### src/rtl/enigma_pkg.sv
// Shared letter/position types, alphabet constants and the controller state encoding.
// Position helpers keep every rotor position inside 0..25 without relying on 5-bit wrap.
package enigma_pkg;

  localparam int LETTERS = 26;

  typedef logic [4:0] letter_t;

  localparam letter_t NUM_LETTERS    = 5'(LETTERS);
  localparam letter_t LAST_POS       = 5'(LETTERS - 1);
  localparam letter_t LETTER_INVALID = 5'd31;

  typedef enum logic [2:0] {
    IDLE,
    STEP,
    DRIVE,
    WAIT,
    HOLD
  } ctrl_state_t;

  function automatic letter_t pos_inc(input letter_t p);
    return (p == LAST_POS) ? 5'd0 : p + 5'd1;
  endfunction

  function automatic letter_t pos_sanitize(input letter_t p);
    return (p >= NUM_LETTERS) ? 5'd0 : p;
  endfunction

endpackage

### src/rtl/rotor_step_ctrl_if.sv
// Bundles the front-end letter handshake, position load and rotor-chain signals of the step controller.
// master = controller side, slave = front end plus rotor stack.
interface rotor_step_ctrl_if;
  import enigma_pkg::*;

  logic    load;
  letter_t load_pos1;
  letter_t load_pos2;
  letter_t load_pos3;
  logic    in_valid;
  logic    in_ready;
  letter_t in_letter;
  letter_t pos1;
  letter_t pos2;
  letter_t pos3;
  letter_t rotor_data;
  letter_t rotor_result;
  logic    rotor_done;
  logic    out_valid;
  logic    out_ready;
  letter_t out_letter;

  modport master (
    input  load, load_pos1, load_pos2, load_pos3,
    input  in_valid, in_letter,
    output in_ready,
    output pos1, pos2, pos3, rotor_data,
    input  rotor_result, rotor_done,
    output out_valid, out_letter,
    input  out_ready
  );

  modport slave (
    output load, load_pos1, load_pos2, load_pos3,
    output in_valid, in_letter,
    input  in_ready,
    input  pos1, pos2, pos3, rotor_data,
    output rotor_result, rotor_done,
    input  out_valid, out_letter,
    output out_ready
  );

endinterface

### src/rtl/rotor_odometer.sv
// Combinational Enigma stepping: fast rotor always advances, middle/slow rotors follow the notches.
// Zero latency; no handshake.
module rotor_odometer
  import enigma_pkg::*;
#(
  parameter letter_t NOTCH1 = 5'd16,
  parameter letter_t NOTCH2 = 5'd4
) (
  input  letter_t i_pos1,
  input  letter_t i_pos2,
  input  letter_t i_pos3,
  output letter_t o_pos1,
  output letter_t o_pos2,
  output letter_t o_pos3
);

  logic w_slow_step;
  logic w_mid_step;

  // Middle rotor sitting on its own notch moves again next press: the double-step.
  assign w_slow_step = (i_pos2 == NOTCH2);
  assign w_mid_step  = (i_pos1 == NOTCH1) | w_slow_step;

  assign o_pos1 = pos_inc(i_pos1);
  assign o_pos2 = w_mid_step  ? pos_inc(i_pos2) : i_pos2;
  assign o_pos3 = w_slow_step ? pos_inc(i_pos3) : i_pos3;

endmodule

### src/rtl/rotor_step_ctrl.sv
// Steps rotor positions, drives one letter through the rotor chain, returns the result; accept-to-out_valid >= 4 cycles.
// One letter in flight: in_ready only in IDLE, result held until out_ready. ROTOR_TIMEOUT_EN adds a WAIT abort.
module rotor_step_ctrl
  import enigma_pkg::*;
#(
  parameter letter_t NOTCH1 = 5'd16,
  parameter letter_t NOTCH2 = 5'd4
`ifdef ROTOR_TIMEOUT_EN
  ,
  parameter int TIMEOUT = 15
`endif
) (
  input  logic               clk,
  input  logic               rst,
  rotor_step_ctrl_if.master  bus
);

  ctrl_state_t r_state;
  letter_t     r_pos1;
  letter_t     r_pos2;
  letter_t     r_pos3;
  letter_t     r_letter;
  letter_t     r_rotor_data;
  letter_t     r_out_letter;
  logic        r_out_valid;

  letter_t     w_nxt1;
  letter_t     w_nxt2;
  letter_t     w_nxt3;

`ifdef ROTOR_TIMEOUT_EN
  localparam int CNT_W = ($clog2(TIMEOUT + 1) > 4) ? $clog2(TIMEOUT + 1) : 4;
  logic [CNT_W-1:0] r_wait_cnt;
`endif

  rotor_odometer #(
    .NOTCH1 (NOTCH1),
    .NOTCH2 (NOTCH2)
  ) u_odometer (
    .i_pos1 (r_pos1),
    .i_pos2 (r_pos2),
    .i_pos3 (r_pos3),
    .o_pos1 (w_nxt1),
    .o_pos2 (w_nxt2),
    .o_pos3 (w_nxt3)
  );

  always_ff @(posedge clk or posedge rst) begin
    if (rst) begin
      r_state      <= IDLE;
      r_pos1       <= 5'd0;
      r_pos2       <= 5'd0;
      r_pos3       <= 5'd0;
      r_letter     <= 5'd0;
      r_rotor_data <= 5'd0;
      r_out_letter <= 5'd0;
      r_out_valid  <= 1'b0;
`ifdef ROTOR_TIMEOUT_EN
      r_wait_cnt   <= '0;
`endif
    end else begin
      case (r_state)
        IDLE: begin
          // Load has priority; in_ready is low whenever load is high.
          if (bus.load) begin
            r_pos1 <= pos_sanitize(bus.load_pos1);
            r_pos2 <= pos_sanitize(bus.load_pos2);
            r_pos3 <= pos_sanitize(bus.load_pos3);
          end else if (bus.in_valid) begin
            r_letter <= bus.in_letter;
            if (bus.in_letter >= NUM_LETTERS) begin
              r_out_letter <= bus.in_letter;
              r_out_valid  <= 1'b1;
              r_state      <= HOLD;
            end else begin
              r_state <= STEP;
            end
          end
        end

        STEP: begin
          r_pos1  <= w_nxt1;
          r_pos2  <= w_nxt2;
          r_pos3  <= w_nxt3;
          r_state <= DRIVE;
        end

        DRIVE: begin
          r_rotor_data <= r_letter;
`ifdef ROTOR_TIMEOUT_EN
          r_wait_cnt   <= '0;
`endif
          r_state      <= WAIT;
        end

        WAIT: begin
          // A done seen during DRIVE belongs to the previous letter and is never sampled.
          if (bus.rotor_done) begin
            r_out_letter <= bus.rotor_result;
            r_out_valid  <= 1'b1;
            r_state      <= HOLD;
          end
`ifdef ROTOR_TIMEOUT_EN
          else if (r_wait_cnt == CNT_W'(TIMEOUT - 1)) begin
            r_out_letter <= LETTER_INVALID;
            r_out_valid  <= 1'b1;
            r_state      <= HOLD;
          end else begin
            r_wait_cnt <= r_wait_cnt + CNT_W'(1);
          end
`endif
        end

        HOLD: begin
          if (bus.out_ready) begin
            r_out_valid <= 1'b0;
            r_state     <= IDLE;
          end
        end

        default: begin
          r_out_valid <= 1'b0;
          r_state     <= IDLE;
        end
      endcase
    end
  end

  assign bus.in_ready   = (r_state == IDLE) & ~bus.load;
  assign bus.pos1       = r_pos1;
  assign bus.pos2       = r_pos2;
  assign bus.pos3       = r_pos3;
  assign bus.rotor_data = r_rotor_data;
  assign bus.out_valid  = r_out_valid;
  assign bus.out_letter = r_out_letter;

endmodule

### src/flat_wrapper.sv
// flat-port wrapper written by rule: the top's interface ports become plain ports
module rotor_step_ctrl_flat import enigma_pkg::*;
#(
  parameter letter_t NOTCH1 = 5'd16,
  parameter letter_t NOTCH2 = 5'd4

)
  (clk, rst, bus_load, bus_load_pos1, bus_load_pos2, bus_load_pos3, bus_in_valid, bus_in_letter, bus_in_ready, bus_pos1, bus_pos2, bus_pos3, bus_rotor_data, bus_rotor_result, bus_rotor_done, bus_out_valid, bus_out_letter, bus_out_ready);
  rotor_step_ctrl_if bus_i ();
  input  logic clk;
  input  logic rst;
  input wire logic [$bits(bus_i.load)-1:0] bus_load;
  input wire logic [$bits(bus_i.load_pos1)-1:0] bus_load_pos1;
  input wire logic [$bits(bus_i.load_pos2)-1:0] bus_load_pos2;
  input wire logic [$bits(bus_i.load_pos3)-1:0] bus_load_pos3;
  input wire logic [$bits(bus_i.in_valid)-1:0] bus_in_valid;
  input wire logic [$bits(bus_i.in_letter)-1:0] bus_in_letter;
  output wire logic [$bits(bus_i.in_ready)-1:0] bus_in_ready;
  output wire logic [$bits(bus_i.pos1)-1:0] bus_pos1;
  output wire logic [$bits(bus_i.pos2)-1:0] bus_pos2;
  output wire logic [$bits(bus_i.pos3)-1:0] bus_pos3;
  output wire logic [$bits(bus_i.rotor_data)-1:0] bus_rotor_data;
  input wire logic [$bits(bus_i.rotor_result)-1:0] bus_rotor_result;
  input wire logic [$bits(bus_i.rotor_done)-1:0] bus_rotor_done;
  output wire logic [$bits(bus_i.out_valid)-1:0] bus_out_valid;
  output wire logic [$bits(bus_i.out_letter)-1:0] bus_out_letter;
  input wire logic [$bits(bus_i.out_ready)-1:0] bus_out_ready;
  assign bus_i.load = bus_load;
  assign bus_i.load_pos1 = bus_load_pos1;
  assign bus_i.load_pos2 = bus_load_pos2;
  assign bus_i.load_pos3 = bus_load_pos3;
  assign bus_i.in_valid = bus_in_valid;
  assign bus_i.in_letter = bus_in_letter;
  assign bus_in_ready = bus_i.in_ready;
  assign bus_pos1 = bus_i.pos1;
  assign bus_pos2 = bus_i.pos2;
  assign bus_pos3 = bus_i.pos3;
  assign bus_rotor_data = bus_i.rotor_data;
  assign bus_i.rotor_result = bus_rotor_result;
  assign bus_i.rotor_done = bus_rotor_done;
  assign bus_out_valid = bus_i.out_valid;
  assign bus_out_letter = bus_i.out_letter;
  assign bus_i.out_ready = bus_out_ready;
  rotor_step_ctrl #(.NOTCH1(NOTCH1), .NOTCH2(NOTCH2)) u_core (.clk(clk), .rst(rst), .bus(bus_i));
endmodule
### config.mk
export PLATFORM = sky130hd
export DESIGN_NAME = rotor_step_ctrl_flat
export DESIGN_NICKNAME = d
export VERILOG_FILES = /design/src/rtl/enigma_pkg.sv /design/src/rtl/rotor_step_ctrl_if.sv /design/src/rtl/rotor_odometer.sv /design/src/rtl/rotor_step_ctrl.sv /design/src/flat_wrapper.sv
export SDC_FILE = /design/constraint.sdc
export NUM_CORES = 1
export LEC_CHECK = 0
export ABC_AREA = 1
export ABC_CLOCK_PERIOD_IN_PS = 1200
export CAP_MARGIN = 10
export CORE_UTILIZATION = 44
export DETAILED_ROUTE_END_ITERATION = 12
export GPL_TIMING_DRIVEN = 0
export PLACE_DENSITY_LB_ADDON = 0.08
export SYNTH_ARGS = -nofsm -noshare
export SYNTH_HDL_FRONTEND = slang
export SYNTH_SLANG_ARGS = --single-unit
export TNS_END_PERCENT = 5
### constraint.sdc
create_clock -name clk -period 1.2 [get_ports clk]
set_input_delay 0.18 -clock clk [delete_from_list [all_inputs] [get_ports clk]]
set_output_delay 0.18 -clock clk [all_outputs]
set_load 0.02 [all_outputs]
# [Yosys cells after proc, flatten, opt, wreduce, memory -nomap -nowiden]
# Cells that the tools add are included.
# Widths: inputs -> output; s select.
[totals] output_inout_bits=27 inputBits=31 word_cells=78 ff_bits=34
[op_classes] n_reduce_logical=11 eq_ne=17 bitwise=4 mux=31 addsub=3 magnitude_cmp=4
[op_table] cell="$mux 5" count=15
[op_table] cell="$pmux 5 s2" count=4
[op_table] cell="$eq 5x5->1 const B" count=4
[op_table] cell="$ge 5x5->1 const B" count=4
[op_table] cell="$add 5x1->5 const B" count=3
[op_table] cell="$mux 3" count=5
[op_table] cell="$pmux 3 s5" count=1
[op_table] cell="$ne 2x2->1 const B" count=7
[op_table] cell="$reduce_and 3->1" count=3
[op_table] cell="$eq 3x2->1 const B" count=2
[op_table] cell="$reduce_and 6->1" count=1
[op_table] cell="$eq 5x3->1 const B" count=1
[op_table] cell="$mux 1" count=5
[op_table] cell="$reduce_and 5->1" count=1
[op_table] cell="$pmux 1 s4" count=1
[op_table] cell="$reduce_and 4->1" count=1
[op_table] cell="$reduce_bool 2->1" count=2
[op_table] cell="$eq 3x1->1 const B" count=1
[op_table] cell="$eq 3x3->1 const B" count=1
[op_table] cell="$logic_not 3->1" count=1
[op_table] cell="$ne 2x1->1 const B" count=1
[op_table] cell="$not 1->1" count=2
[op_table] cell="$reduce_and 2->1" count=1
[op_table] cell="$reduce_or 2->1" count=1
[op_table] cell="2 further kinds" count=2

# [Longest topological paths before layout]
[logic_depth] depth_word=5 ltp_mapped=10 depth_no_buf=10

# [By module]
# Synthesis repeated with hierarchy kept, for this count alone.
[hier_totals] cells_unflattened=299 hier_area_um2=2198.4
[by_module_without_submodules] module="rotor_step_ctrl" seq_area_each_um2=850.8 n_inst=1 cells_each=197 area_each_um2=1641.6
[by_module_without_submodules] module="rotor_odometer" seq_area_each_um2=0.0 n_inst=1 cells_each=102 area_each_um2=556.8

# [Worst setup path after synthesis]
# OpenSTA, ideal clock, no wires.
[synth_timing] path_kind="register -> register" from="register u_core.r_pos2[0], in the netlist u_core.bus.pos2[0]" to="register u_core.r_pos2[4], in the netlist u_core.bus.pos2[4]" period_less_slack_ns=1.444 stages_incl_launch_ff=11 required_time_ns=1.083 n_path_buf=0 arrival_ns=1.328 path_slack_ns=-0.244 setup_ns=0.117 cell_sequence="dfrtp_1 -> inv_1 -> ha_1 -> nand2_1 -> inv_1 -> nand2_1 -> nand3_1 -> nand2_1 -> inv_2 -> nand2_1 -> nand2_1"
[synth_via] elab_chain_cells=4 word_cells_on_any_way=9 classes_between="add/sub: 1; eq/ne: 3; mux: 3; bitwise: 1; reduce/logical: 1"
[synth_rtl] element="from (decl)" line="rotor_step_ctrl.sv:20" text="letter_t r_pos2;"
[synth_rtl] element="from (signal assigned)" line="rotor_step_ctrl.sv:67" text="r_pos2 <= pos_sanitize(bus.load_pos2);"
[synth_rtl] element="from (signal assigned)" line="rotor_step_ctrl.sv:83" text="r_pos2 <= w_nxt2;"
[synth_rtl] element="$add 5x1->5, or another cell as far along" line="enigma_pkg.sv:22" text="return (p == LAST_POS) ? 5'd0 : p + 5'd1;"
[synth_rtl] element="$mux 5 / $or 1x1->1 (equally long branches)" line="enigma_pkg.sv:22, rotor_odometer.sv:22"
[synth_rtl] element="$mux 5 / $ne 2x2->1 (equally long branches)"
[synth_rtl] element="$pmux 5 s2 / $reduce_and 3->1 (equally long branches)"
# Parallel ways exist; a longest one is shown, timed or not. The select of a mux whose other input is x is not followed.
# A chain may end at the register's enable or synchronous reset.

# [Worst setup path after layout]
[layout_timing] from="register u_core.r_state[1]" to="output port bus_in_ready"
[layout_via] elab_chain_cells=2
[layout_rtl] element="from (decl)" line="rotor_step_ctrl.sv:18" text="ctrl_state_t r_state;"
[layout_rtl] element="from (signal assigned)" line="rotor_step_ctrl.sv:50" text="r_state <= IDLE;"
[layout_rtl] element="from (signal assigned)" line="rotor_step_ctrl.sv:74" text="r_state <= HOLD;"
[layout_rtl] element="from (signal assigned)" line="rotor_step_ctrl.sv:76" text="r_state <= STEP;"
[layout_rtl] element="$logic_not 3->1" line="rotor_step_ctrl.sv:129" text="assign bus.in_ready = (r_state == IDLE) & ~bus.load;"
[layout_rtl] element="$and 1x1->1" line="rotor_step_ctrl.sv:129"
[layout_rtl] element="to (decl)" line="flat_wrapper.sv:18" text="output wire logic [$bits(bus_i.in_ready)-1:0] bus_in_ready;"
# No other way between the ends.

==> metrics.cfg <==
[status]
status = finished, violations left
failed_checks = setup timing

[yosys]
synth.ff_latch_count = 34
yosys.area.top_type = dfrtp_1
post_synth_instance_area_um2 = 2160
synth_top_cell_area_share_pct = 39.5
synth-warning-count = 0
syn_avg_cell_area_um2 = 6.89
yosysUniqueCellTypes = 24
yosys-top-cells-area = dfrtp_1 (39%), nand2_1 (22%), nand3_1 (7.4%), inv_1 (5.0%), ha_1 (4.6%)
synth_cells = 313
synth.net_count = 352
synth-seq-area-share_pct = 39.5

[hold_path]
hold_path_class = input port to asynchronous set/reset pin

[clock_tree]
clock_sink_count = 34
cts_buffer_depth = 2
ctsHtreeMaxLevel = 2
cts_hold_buffers = 0
tritoncts_clock_tree = built
clk_transition_reported_paths_ps = 70
tritoncts_buffer_count = 5
cts_root_buf = clkbuf_8
insertion_delay_ps = 280

[global_routing]
vias_in_the_first_global_route = 2074
grt_first_pass_wirelength_um = 9030
global_route.overflow_total = 0
grt_antenna_before_repair = 0
grt_util_all_layers_pct = 22.2
grt_max_degree = 22

[worst_setup_path]
reg2reg_setup_slack_ps = -150
timing.rr.end = u_core.bus.rotor_data[1]
worst-endpoint-required_ps = 1020
timing.setup.critical_path_class = flip-flop to primary output
start_kind = flip-flop
critPathCapture = bus_in_ready
timing.critical_path.from = u_core.r_state[1]
critical_path.reg2reg.startpoint = u_core.r_state[0]
cp.arrival_ps = 1240
type_of_element_capturing_the_critical_path = primary output
max_fanout_on_critical_path = 5
worst-r2r-cell-count = 4

[finish]
num_antenna_cells = 0
areaGrowthSynthToFinish_pct = 46.6
register_area_um2 = 865
multi_input_comb_area_um2 = 1280
nets = 427
design_area_um2 = 3160
drive_gt1_share_pct = 22.1
num-fill-cells = 448

[sta]
setup_repair_after_global_routing_missed_its_margin = yes
setup_slack_ps = -225
finalClockSkew_ps = 3.53
maxSlewViolCount = 0
setup_viol = 31
actual_transition_at_the_worst_max_transition_pin_ps = 650
holdWs_ps = 279
timing_hold_violations_final = 0
finalCritPeriodShare_pct = 119
timing.final.crit_period_ps = 1420
achievable-frequency_ghz = 0.702
relSlewSlack_pct = 56.6

[power_and_ir_drop]
ir_drop_uv = 1230
p_per_area_nw_per_um2 = 2530
power.static_leakage_nw = 1.64

[detailed_routing]
drt_drc_violations_left = 0
drt_first_pass_iters = 4
drt-vias-per-instance = 4.82
detail_route.wirelength_um = 5300
first_iter_violations = 128
drt-wirelength-per-cell_um = 11.6
route.antenna.remaining_nets = 0
routed-via-count = 2197

[die]
rows = 25
initial_utilization_pct = 45.6
io_pins = 58
dieWidth_um = 72.0
die_area_um2 = 5180
design.core.area_um2 = 4720
fp.dieH_um = 72.0

[job]
drv.max_cap_violation_count = 0

[placement]
buffer_ports.inserted = 57
place_area_um2 = 2870
gp_routability_congestion = 0.792
dp.final_hpwl_um = 3860

==> synthesized netlist by cell type (all sizes together) <==
library cell    n
mux2            3
xor2            1
xnor2           2
o21ai          15
nand3          32
nor2           32
clkinv          1
dfrtp          34
nand4           8
buf             3
ha              8
o21bai          2
inv            33
clkbuf          3
o21a            1
a21oi           2
nand2         133
==> report_power, final <==
group	switching (mW)	total, mW	leakage, nW	internal [mW]
Combinational	2.85	4.78	1.18	1.93
Clock	0.402	0.981	0.0575	0.579
Sequential	0.511	2.23	0.408	1.72
Total	3.76	7.99	1.64	4.23
==> critical path: stages, from the launching register on <==
cell	delay (ps)
dfrtp_2	470
nor2_4	170
nand2_4	90
nor2_4	110
buf_6	130
==> flip-flops by register name, summed over array words and instances, names as in the netlist <==
signal                 count
u_core.bus.out_letter      5
u_core.bus.out_valid       1
u_core.bus.pos1            5
u_core.bus.pos2            5
u_core.bus.pos3            5
u_core.bus.rotor_data      5
u_core.r_letter            5
u_core.r_state             3
==> kinds of logic (layout without fill, tap and decap cells) <==
logic type / Yosys count / in the layout / share of synthesized area [%]
AOI/OAI and AO/OA: 20 / 20 / 5.17
and+or+nand+nor: 205 / 205 / 40.8
DFF: 34 / 34 / 39.5
adders and majority gates: 8 / 8 / 4.64
buffers and inverters: 40 / 116 / 7.14
xor gates and xnor gates: 3 / 3 / 1.22
muxes: 3 / 3 / 1.57
==> stage by stage <==
stage          setup TNS [ps]  utilization [%]  power (mW)  instances  setup WS (ps)
6_report                -2880             66.9        7.99        456           -225
5_1_grt                 -6000             66.9        8.72        456           -273
4_1_cts                 -4390             63.6        7.47        449           -218
3_5_place_dp            -8640             60.7        6.56        438           -486
3_3_place_gp           -26710             60.1        6.46        437           -632
2_1_floorplan           -1060                -        5.01        313          -83.8
==> cells in the final DEF, fill, tap and decap left out <==
cell type	n
clkdlybuf4s50_1	30
clkbuf_8	8
ha_1	6
buf_6	6
inv_2	5
clkdlybuf4s15_1	5
xnor2_1	2
clkdlybuf4s15_2	5
nand3_1	31
nor2_2	4
nor2_4	8
nand2_4	6
mux2_1	3
clkbuf_1	1
xor2_1	1
clkbuf_2	2
dfrtp_1	23
inv_4	3
o21a_1	1
o21ai_4	1
buf_16	1
dlygate4sd2_1	10
ha_4	2
inv_1	26
o21bai_1	2
nor2_1	20
nand2_1	118
nand2_2	9
a21oi_1	2
buf_2	7
nand4_1	8
o21ai_1	7
buf_4	7
o21ai_0	7
dfrtp_2	11
nand3_2	1
==> what timing repair did <==
| action | 4_1_cts | 5_1_grt |
|---|---|---|
| gates resized for setup | 66 | 48 |
| pin swaps | 2 | 7 |
| setup buffers | 3 | 7 |
| setup endpoints to repair | 58 | 46 |
==> final cells by class <==
cell class	instances	area share [%]
multi-input combinational	239	40.4
sequential	34	27.4
timing repair buffer	68	20.7
inverter	34	4.28
clock buffer	8	3.48
tap	67	2.65
buffer	6	1.11
==> layer usage <==
metal / part of all wire (%) / up-vias / wire length, um / global-route usage [%]
li1: - / 1134 / - / -
met1: 48 / 1020 / 2530 / 29.6
met2: 48 / 36 / 2540 / 36.8
met3: 2.7 / 7 / 145 / 2.92
met4: 1.4 / 0 / 72 / 8.71
met5: 0 / - / 0 / 0
==> worst min-delay path by stage <==
stage / start / end
6_report: rst / u_core.bus.pos1[3]
5_1_grt: rst / u_core.bus.pos1[3]
4_1_cts: rst / u_core.r_letter[0]
3_5_place_dp: u_core.bus.out_letter[1] / u_core.bus.out_letter[1]
3_3_place_gp: u_core.bus.out_letter[1] / u_core.bus.out_letter[1]
2_1_floorplan: rst / u_core.bus.out_letter[0]
Power figures use the tool's default switching activity.
